--- config.mk ---
export PLATFORM = sky130hd
export DESIGN_NAME = alu_arbiter
export DESIGN_NICKNAME = d
export VERILOG_FILES = /design/src/rtl/alu_defs.sv /design/src/rtl/MIPS_ALU.sv /design/src/rtl/rr_arbiter.sv /design/src/rtl/alu_arbiter.sv
export SDC_FILE = /design/constraint.sdc
export NUM_CORES = 1
export LEC_CHECK = 0
export ABC_AREA = 1
export ABC_CLOCK_PERIOD_IN_PS = 5200
export CORE_ASPECT_RATIO = 0.7
export CORE_MARGIN = 2
export CORE_UTILIZATION = 59
export CTS_BUF_LIST = sky130_fd_sc_hd__clkbuf_8
export CTS_CLUSTER_SIZE = 14
export DETAILED_ROUTE_END_ITERATION = 8
export PLACE_DENSITY = 0.9
export SLEW_MARGIN = 40
export SYNTH_ARGS = -nofsm -noshare
export SYNTH_HDL_FRONTEND = slang
export SYNTH_SLANG_ARGS = --single-unit
--- constraint.sdc ---
create_clock -name clk -period 5.2 [get_ports clk]
set_input_delay 1.56 -clock clk [delete_from_list [all_inputs] [get_ports clk]]
set_output_delay 1.56 -clock clk [all_outputs]
set_load 0.005 [all_outputs]
--- src/rtl/alu_defs.sv ---
// rtl/alu_defs.sv - ALUControl codes and response-register state shared by the ALU and arbiter
package alu_defs;

    localparam logic [3:0] ALU_AND = 4'b0000;
    localparam logic [3:0] ALU_OR  = 4'b0001;
    localparam logic [3:0] ALU_ADD = 4'b0010;
    localparam logic [3:0] ALU_SUB = 4'b0110;
    localparam logic [3:0] ALU_SLT = 4'b0111;

    typedef enum logic {
        RSP_EMPTY = 1'b0,
        RSP_FULL  = 1'b1
    } rsp_state_t;

endpackage

--- src/rtl/MIPS_ALU.sv ---
// rtl/MIPS_ALU.sv - combinational MIPS ALU; SLT is an unsigned compare, unknown codes yield 0
module MIPS_ALU
    import alu_defs::*;
(
    input  logic [3:0]  ALUControl,
    input  logic [31:0] A,
    input  logic [31:0] B,
    output logic [31:0] ALUResult,
    output logic        Zero
);

    always_comb begin
        ALUResult = 32'd0;
        case (ALUControl)
            ALU_AND: ALUResult = A & B;
            ALU_OR:  ALUResult = A | B;
            ALU_ADD: ALUResult = A + B;
            ALU_SUB: ALUResult = A - B;
            ALU_SLT: ALUResult = (A < B) ? 32'd1 : 32'd0;
            default: ALUResult = 32'd0;
        endcase
    end

    assign Zero = (ALUResult == 32'd0);

endmodule

--- src/rtl/rr_arbiter.sv ---
// rtl/rr_arbiter.sv - combinational round-robin grant: first request at or above ptr, wrapping
module rr_arbiter #(
    parameter int NREQ = 2,
    parameter int ID_W = (NREQ > 1) ? $clog2(NREQ) : 1
) (
    input  logic [NREQ-1:0] req,
    input  logic [ID_W-1:0] ptr,
    output logic [NREQ-1:0] grant
);

    logic [ID_W-1:0] idx;

    // Walk offsets from farthest to nearest so the closest request to ptr overwrites the rest.
    always_comb begin
        grant = '0;
        idx   = '0;
        for (int off = NREQ - 1; off >= 0; off--) begin
            idx = ID_W'((int'(ptr) + off) % NREQ);
            if (req[idx]) begin
                grant      = '0;
                grant[idx] = 1'b1;
            end
        end
    end

endmodule

--- src/rtl/alu_arbiter.sv ---
// rtl/alu_arbiter.sv - round-robin sharing of one MIPS_ALU among NREQ requesters, registered tagged response
module alu_arbiter
    import alu_defs::*;
#(
    parameter int NREQ   = 2,
    parameter int DATA_W = 32,
    parameter int ID_W   = (NREQ > 1) ? $clog2(NREQ) : 1
) (
    input  logic                   clk,
    input  logic                   rst_n,
    input  logic [NREQ-1:0]        req_valid,
    output logic [NREQ-1:0]        req_ready,
    input  logic [NREQ*DATA_W-1:0] req_a,
    input  logic [NREQ*DATA_W-1:0] req_b,
    input  logic [NREQ*4-1:0]      req_ctrl,
    output logic                   rsp_valid,
    input  logic                   rsp_ready,
    output logic [DATA_W-1:0]      rsp_data,
    output logic                   rsp_zero,
    output logic [ID_W-1:0]        rsp_id
);

    rsp_state_t        state_q, state_d;
    logic [ID_W-1:0]   ptr_q;
    logic [ID_W-1:0]   gidx;
    logic [NREQ-1:0]   grant;
    logic              can_accept;
    logic              accept;
    logic [DATA_W-1:0] alu_a, alu_b, alu_y;
    logic [3:0]        alu_ctrl;
    logic              alu_zero;

    rr_arbiter #(
        .NREQ (NREQ),
        .ID_W (ID_W)
    ) u_rr_arbiter (
        .req   (req_valid),
        .ptr   (ptr_q),
        .grant (grant)
    );

    always_comb begin
        gidx     = '0;
        alu_a    = '0;
        alu_b    = '0;
        alu_ctrl = '0;
        for (int i = 0; i < NREQ; i++) begin
            if (grant[i]) begin
                gidx     = ID_W'(i);
                alu_a    = req_a[i*DATA_W +: DATA_W];
                alu_b    = req_b[i*DATA_W +: DATA_W];
                alu_ctrl = req_ctrl[i*4 +: 4];
            end
        end
    end

    MIPS_ALU u_alu (
        .ALUControl (alu_ctrl),
        .A          (alu_a),
        .B          (alu_b),
        .ALUResult  (alu_y),
        .Zero       (alu_zero)
    );

    // A full register can take a new result in the same edge it is drained.
    assign can_accept = (state_q == RSP_EMPTY) || rsp_ready;
    assign req_ready  = rst_n ? (grant & {NREQ{can_accept}}) : '0;
    assign accept     = |req_ready;
    assign rsp_valid  = (state_q == RSP_FULL);

    always_comb begin
        state_d = state_q;
        case (state_q)
            RSP_EMPTY: if (accept) state_d = RSP_FULL;
            RSP_FULL:  if (!accept && rsp_ready) state_d = RSP_EMPTY;
        endcase
    end

    always_ff @(posedge clk or negedge rst_n) begin
        if (!rst_n) begin
            state_q  <= RSP_EMPTY;
            ptr_q    <= '0;
            rsp_data <= '0;
            rsp_zero <= 1'b0;
            rsp_id   <= '0;
        end else begin
            state_q <= state_d;
            if (accept) begin
                rsp_data <= alu_y;
                rsp_zero <= alu_zero;
                rsp_id   <= gidx;
                ptr_q    <= (gidx == ID_W'(NREQ - 1)) ? '0 : gidx + ID_W'(1);
            end
        end
    end

endmodule

==> out/metrics.yaml, run 1 <==
outcome:
  run_status: "finished, violations left"
  violations_in_the_final_reports: "design-rule violations"
floorplanning:
  die_w_um: 152
  design.die.area_um2: 16400
  rows: 37
  die_h_um: 108
  top_level_ports: 178
  placeableCoreArea_um2: 14900
  initial_core_util_pct: 60.9
drt:
  viasPerCell: 5.50
  detail_route.wirelength_um: 31600
  dr.first_iter.drc_count: 1730
  remaining_drc_errors: 5
  ant_nets: 0
  total_via_count_in_the_routed_design: 11500
  routed_wire_length_per_instance_um: 15.2
  number_of_search_and_repair_iterations_in_the_first_detailed_routing_pass: 9
finish:
  finish.net_count: 2130
  finish.utilization_pct: 75.0
  layout.cells.most_common: "sky130_fd_sc_hd__nand2_1"
  layout-drive-gt1-share_pct: 3.23
  finalInstanceArea_um2: 11100
  fillerInstances: 1266
  area.growth.synth_to_final_pct: 23.2
  mostFrequentLayoutCells: "sky130_fd_sc_hd__nand2_1, sky130_fd_sc_hd__inv_1, sky130_fd_sc_hd__clkdlybuf4s50_1"
power:
  p_total_mw: 2.94
  vdd.ir_drop.worst_v: 0.000130
  power.leakage_nw: 6.56
  power-per-cell-area_nw_per_um2: 264
place:
  area_after_detailed_placement_um2: 11000
  placement.io_buffers: 177
  gp_congestion: 1.12
  detail_placement_hpwl_um: 26500
  dpl_worst_slack_ps: 34.4
worst_setup_path:
  worstSetupPathType: "input pin to flop"
  max_incr_delay_on_cp_ps: 510
  cpMostUsedCell: "sky130_fd_sc_hd__nand2_1"
  worstSetupStartpointType: "input pin"
  critPathRequiredTime_ps: 5420
  critical_path_buf_inv_count: 5
  timing.critical_path.fanout_max: 43
  critical-path-top-delay-family: "simple AND/OR/NAND/NOR gates"
  timing.critical_path.to_type: "flop"
  timing.critical_path.slowest_stage_cell: "sky130_fd_sc_hd__clkdlybuf4s50_1"
  worstPathArrival_ps: 5260
sta:
  setup_viol: 0
  slew_headroom_pct: 43.6
  clock.fmax_mhz: 198
  tns_ps: 0
  timing_max_transition_violations_final: 0
  worst_slew_pin_slew_ps: 844
  timing.final.ws_setup_ps: 162
  largest_clock_skew_in_the_final_design_ps: 5.99
  grt_setup_unrepaired: "false"
  timing.final.crit_share_pct: 96.9
  number_of_endpoints_with_negative_hold_slack_in_the_final_report: 0
  period_needed_ps: 5040
logic_synthesis:
  yosys.area_share.adder_pct: 14.4
  synth_compound_gate_area_share_pct: 12.2
  share_of_the_synthesized_netlist_area_taken_by_xor_and_xnor_gates_pct: 0.581
  yosysSeqAreaShare_pct: 9.96
  post_synthesis_share_of_cell_area_spent_on_and_or_nand_and_nor_gates_pct: 43.3
  synth_cells: 1734
  multiplexer_area_fraction_after_synthesis_pct: 0
  ys_seq_elements: 36
  synth-edff-count: 0
  syn-num-nets: 1978
  synth-warning-count: 0
  syn_area_um2: 9050
  yosys.cell_types.count: 40
  synth_top_flop_cell: "sky130_fd_sc_hd__dfrtp_1"
  synth_area_per_cell_um2: 5.22
  synth_top_family_by_area: "simple AND/OR/NAND/NOR gates"
  synth_async_sr_flop_share_pct: 100
clock_network:
  h_tree_lvls: 2
  cts.hold.buffers_added: 0
  tritoncts: "done"
  path_clk_slew_ps: 70
  clock_latency_late_sink_ps: 280
  cts_num_sinks: 36
  clock_tree.root_cell: "sky130_fd_sc_hd__clkbuf_8"
  cts_max_path_buffers: 2
  number_of_buffers_created_by_cts: 5
global_route:
  via_count_of_the_first_global_routing_pass: 10400
  globalRouteTotalUtil_pct: 37.8
  grt_first_pass_wirelength_um: 50100
  grt_residual_overflow: 0
  antenna_found_initial: 1
  maximum_number_of_pins_on_one_net_before_global_route_repair: 45
job:
  drv_cap: 0
hold_path:
  hp-class: "flop to flop"
state kept, by name, indices dropped and copies added (netlist names):
name       flops
rsp_data      32
ptr_q          1
rsp_id         1
rsp_valid      1
rsp_zero       1
path summary, 6_finish.rpt:
kind	from	to	slack (ps)	depth (start not counted)
setup reg to reg	ptr_q	rsp_zero	1480	25
max in group asynchronous	rst_n	rsp_data[29]	3150	2
setup / recovery	req_valid[0]	rsp_zero	160	25
hold reg to reg	rsp_data[27]	rsp_data[27]	490	2
min in group asynchronous	rst_n	rsp_data[16]	1750	2
hold / removal	rsp_data[27]	rsp_data[27]	490	2
cell families (layout without fill, tap and decap cells):
family	Yosys count	in the layout
buf+inv	453	606
compound gates	183	183
xor+xnor	6	6
other cells	0	2
flops	36	36
simple gates	953	953
fa+ha+maj	103	103
final cells by class:
| class | instances | area (um2) | area share, % |
|---|---|---|---|
| multi-input combinational | 1245 | 6430 | 57.7 |
| timing repair buffer | 193 | 1930 | 17.3 |
| inverter | 405 | 1530 | 13.7 |
| sequential | 36 | 901 | 8.08 |
| tap | 195 | 244 | 2.19 |
| clock buffer | 5 | 68.8 | 0.617 |
| clock inverter | 3 | 42.5 | 0.382 |
| antenna | 2 | 5.00 | 0.0449 |
report_power, final:
group          switching (mW)  internal, mW
Clock                  0.0962         0.142
Combinational            1.47         0.823
Sequential             0.0486         0.362
Total                    1.61          1.33
tightest hold or removal path, stage by stage (launching register included):
cell,delay [ps]
sky130_fd_sc_hd__dfrtp_1,350
sky130_fd_sc_hd__nand2_1,60
sky130_fd_sc_hd__nand2_1,50
metrics by stage:
step,hold WS (ps),std cells
floorplan,472,1734
global placement,461,2074
detailed placement,470,2074
CTS,487,2082
global route,505,2082
finish,489,2084
metal layers:
metal  global-route usage, %  vias to the layer above  wire [um]
li1                        -                     5538          -
met1                    50.4                     4987      12900
met2                    54.6                      827      12000
met3                    18.6                      107       5900
met4                    8.81                        0        786
met5                       0                        -          0
Yosys cell counts, types with 3 or more instances:
master | number | share of area (%)
sky130_fd_sc_hd__nand2_1 | 603 | 25
sky130_fd_sc_hd__inv_1 | 402 | 17
sky130_fd_sc_hd__nor2_1 | 151 | 6.3
sky130_fd_sc_hd__nand3_1 | 143 | 7.9
sky130_fd_sc_hd__ha_1 | 101 | 14
sky130_fd_sc_hd__a21oi_1 | 52 | 2.9
sky130_fd_sc_hd__o21a_1 | 49 | 4.1
sky130_fd_sc_hd__o21ai_0 | 41 | 2.3
sky130_fd_sc_hd__dfrtp_1 | 36 | 10
sky130_fd_sc_hd__o22ai_1 | 27 | 1.9
sky130_fd_sc_hd__buf_2 | 22 | 1.2
sky130_fd_sc_hd__clkbuf_1 | 17 | 0.71
sky130_fd_sc_hd__nor3_1 | 15 | 0.83
sky130_fd_sc_hd__nand4_1 | 11 | 0.76
sky130_fd_sc_hd__nand3b_1 | 9 | 0.75
sky130_fd_sc_hd__nand2_2 | 6 | 0.41
sky130_fd_sc_hd__o21bai_1 | 6 | 0.50
sky130_fd_sc_hd__nor2_4 | 5 | 0.62
sky130_fd_sc_hd__xor2_1 | 5 | 0.48
sky130_fd_sc_hd__buf_6 | 4 | 0.50
sky130_fd_sc_hd__and2_1 | 3 | 0.21
sky130_fd_sc_hd__clkbuf_2 | 3 | 0.17
timing repair:
item | in CTS | in global routing
resized for setup | 0 | 17
buffers inserted | 0 | 0
setup endpoints to repair | 0 | 1
Power figures use the tool's default switching activity.
==> run 2, diff against run 1 <==
- CORE_UTILIZATION: 59 -> 50
- CTS_CLUSTER_DIAMETER: default -> 200
- PLACE_DENSITY: 0.9 -> 0.78
==> run 2 against run 1 <==
The run now ends clean. Clock power decreased by 16%. Count of clock-buffer cells in the layout increased by 1. Global-route usage decreased by 2.5 points. Via count decreased by 0.43%. Die area increased by 17%. Final area increased by 4.9%. Critical endpoint unchanged.
==> out/metrics.yaml, run 2 (synthesis gave the netlist of run 1 again) <==
finish:
  finish.utilization_pct: 65.5
  area.growth.synth_to_final_pct: 29.3
  ant_diodes: 0
  finish.net_count: 2188
  largest-register: "rsp_data"
  finalInstanceArea_um2: 11700
  largest_reg_flops: 32
  mostFrequentLayoutCells: "sky130_fd_sc_hd__nand2_1, sky130_fd_sc_hd__inv_1, sky130_fd_sc_hd__clkdlybuf4s50_1"
  layout.cells.most_common: "sky130_fd_sc_hd__nand2_1"
  layout-drive-gt1-share_pct: 7.46
worst_setup_path:
  timing.reg2reg.worst_path_depth: 23
  timing.critical_path.to_type: "flop"
  total_stage_count_of_the_critical_path: 23
  worstPathArrival_ps: 5210
  path_cells: "clkdlybuf4s50_1, nand2_2, nand2_2, clkinvlp_4, buf_4, buf_4, nand2_1, o21a_1, inv_1, ha_2, inv_1, a21o_1, a21oi_1, nand2_1, a21oi_1, nand3_1, nand3_1, nand3_1, nor2_1, nand2_1, nor2_1, nand3_1, nand2_1"
  crit-reg2reg-launch: "ptr_q"
  critical-path-top-delay-family: "simple AND/OR/NAND/NOR gates"
  critical_path.startpoint: "req_valid[0]"
  critPathRequiredTime_ps: 5430
  max_incr_delay_on_cp_ps: 500
  r2r_slack_ps: 1510
  worstSetupPathType: "input pin to flop"
  timing.critical_path.fanout_max: 7
  end_of_the_worst_register_to_register_path: "rsp_zero"
  critical_path_buf_inv_count: 6
  worstSetupStartpointType: "input pin"
  critical_path.endpoint: "rsp_zero"
  timing.critical_path.slowest_stage_cell: "sky130_fd_sc_hd__clkdlybuf4s50_1"
clock_network:
  cts_max_path_buffers: 2
  path_clk_slew_ps: 70
  cts_num_sinks: 36
  h_tree_lvls: 2
  clock_tree.root_cell: "sky130_fd_sc_hd__clkbuf_8"
  cts.hold.buffers_added: 0
  number_of_buffers_created_by_cts: 5
  tritoncts: "done"
  clock_latency_late_sink_ps: 280
drt:
  viasPerCell: 5.23
  remaining_drc_errors: 0
  total_via_count_in_the_routed_design: 11400
  number_of_search_and_repair_iterations_in_the_first_detailed_routing_pass: 8
  dr.first_iter.drc_count: 1392
  ant_nets: 0
  routed_wire_length_per_instance_um: 16.1
  detail_route.wirelength_um: 35000
floorplanning:
  rows: 41
  design.die.area_um2: 19200
  initial_core_util_pct: 50.7
  die_w_um: 165
  placeableCoreArea_um2: 17900
  top_level_ports: 178
  die_h_um: 117
power:
  power.share.clock_pct: 6.5
  internal_power_mw: 1.41
  power.net_switching_mw: 1.67
  fraction_of_power_spent_switching_nets_pct: 54.2
  power.leakage_nw: 6.83
  vdd.ir_drop.worst_v: 0.000201
  comb_power_share_pct: 80.2
  sequentialPowerShare_pct: 13.3
  p_total_mw: 3.08
  power-per-cell-area_nw_per_um2: 263
global_route:
  antenna_found_initial: 0
  maximum_number_of_pins_on_one_net_before_global_route_repair: 48
  grt_residual_overflow: 0
  via_count_of_the_first_global_routing_pass: 9842
  grt_first_pass_wirelength_um: 52100
  globalRouteTotalUtil_pct: 35.3
job:
  drv_cap: 0
sta:
  clock.fmax_mhz: 201
  setup_viol: 0
  timing.final.crit_share_pct: 95.9
  period_needed_ps: 4980
  largest_clock_skew_in_the_final_design_ps: 7.37
  number_of_endpoints_with_negative_hold_slack_in_the_final_report: 0
  slew_headroom_pct: 51.0
  worst_slew_pin_slew_ps: 734
  timing_max_transition_violations_final: 0
hold_path:
  hp-class: "flop to flop"
outcome:
  run_status: "finished clean"
place:
  gp_congestion: 1.07
  placement.io_buffers: 177
  detail_placement_hpwl_um: 30000
  area_after_detailed_placement_um2: 11400
==> run 2: cell count changes in the layout (fill, tap and decap cells not counted), moves of 3 or more <==
cell | before | now
sky130_fd_sc_hd__nand2_2 | 7 | 10
sky130_fd_sc_hd__buf_4 | 13 | 71
sky130_fd_sc_hd__ha_2 | 10 | 18
sky130_fd_sc_hd__ha_1 | 91 | 83
sky130_fd_sc_hd__nor2_1 | 145 | 134
sky130_fd_sc_hd__nand2_1 | 602 | 599
sky130_fd_sc_hd__nor2_2 | 7 | 18
==> run 2: worst reg2reg max path, stage by stage (launching register included) <==
cell and delay (ps):
sky130_fd_sc_hd__dfrtp_1 390, sky130_fd_sc_hd__inv_1 100, sky130_fd_sc_hd__nand2_2 90, sky130_fd_sc_hd__nand2_2 110
sky130_fd_sc_hd__clkinvlp_4 90, sky130_fd_sc_hd__buf_4 190, sky130_fd_sc_hd__buf_4 190, sky130_fd_sc_hd__nand2_1 70
sky130_fd_sc_hd__o21a_1 180, sky130_fd_sc_hd__inv_1 80, sky130_fd_sc_hd__ha_2 450, sky130_fd_sc_hd__inv_1 150
sky130_fd_sc_hd__a21o_1 220, sky130_fd_sc_hd__a21oi_1 230, sky130_fd_sc_hd__nand2_1 90, sky130_fd_sc_hd__a21oi_1 170
sky130_fd_sc_hd__nand3_1 100, sky130_fd_sc_hd__nand3_1 90, sky130_fd_sc_hd__nand3_1 200, sky130_fd_sc_hd__nor2_1 150
sky130_fd_sc_hd__nand2_1 60, sky130_fd_sc_hd__nor2_1 110, sky130_fd_sc_hd__nand3_1 80, sky130_fd_sc_hd__nand2_1 60
==> run 2: area by class of cell <==
cell class,count,area [um2]
Timing Repair Buffer,251,2370
Inverter,405,1530
Multi-Input combinational cell,1245,6500
Fill cell,1777,6160
Clock inverter,2,11.3
Sequential cell,36,901
Clock buffer,6,82.6
Tap cell,236,295
==> run 2: through the flow <==
| stage | std cells | hold slack [ps] | worst slack [ps] | TNS [ps] |
|---|---|---|---|---|
| after CTS | 2176 | 485 | 200 | 0 |
| after detailed placement | 2168 | 466 | -70.5 | -70.5 |
| after global placement | 2168 | 463 | -66.5 | -66.5 |
| after floorplan | 1734 | 472 | 794 | 0 |
| after global routing | 2181 | 503 | -14.1 | -14.1 |
| final | 2181 | 485 | 215 | 0 |
==> run 2: worst min path at each step <==
stage	slack, ps	cells after the start	to	start
floorplan	470	2	rsp_data[22]	rsp_data[22]
global placement	460	2	rsp_data[27]	rsp_data[27]
detailed placement	470	2	rsp_data[3]	rsp_data[3]
CTS	480	2	rsp_data[3]	rsp_data[3]
global route	500	2	rsp_data[21]	rsp_data[21]
finish	480	2	rsp_data[3]	rsp_data[3]
==> run 2: power by group through the flow <==
stage	clock [mW]	sequential (mW)	combinational [mW]
detailed placement	0	0.414	2.32
global route	0.215	0.419	2.70
CTS	0.203	0.410	2.33
global placement	0	0.411	2.30
floorplan	0	0.416	1.39
finish	0.199	0.410	2.47
==> run 2: what timing repair did <==
item	in CTS	in global routing
endpoints found under the setup margin	0	3
endpoints found under the hold margin	0	0
setup buffers	0	4
gates resized for setup	0	46
==> run 2: metal layers <==
layer	share of wire [%]	routed length, um	global-route usage, %	vias to the layer above
met5	0.23	80	3.03	-
met4	1.3	457	4.35	2
met3	14	4820	9.52	33
met2	38	13300	50.9	647
met1	47	16300	53.2	5086
li1	-	-	-	5642
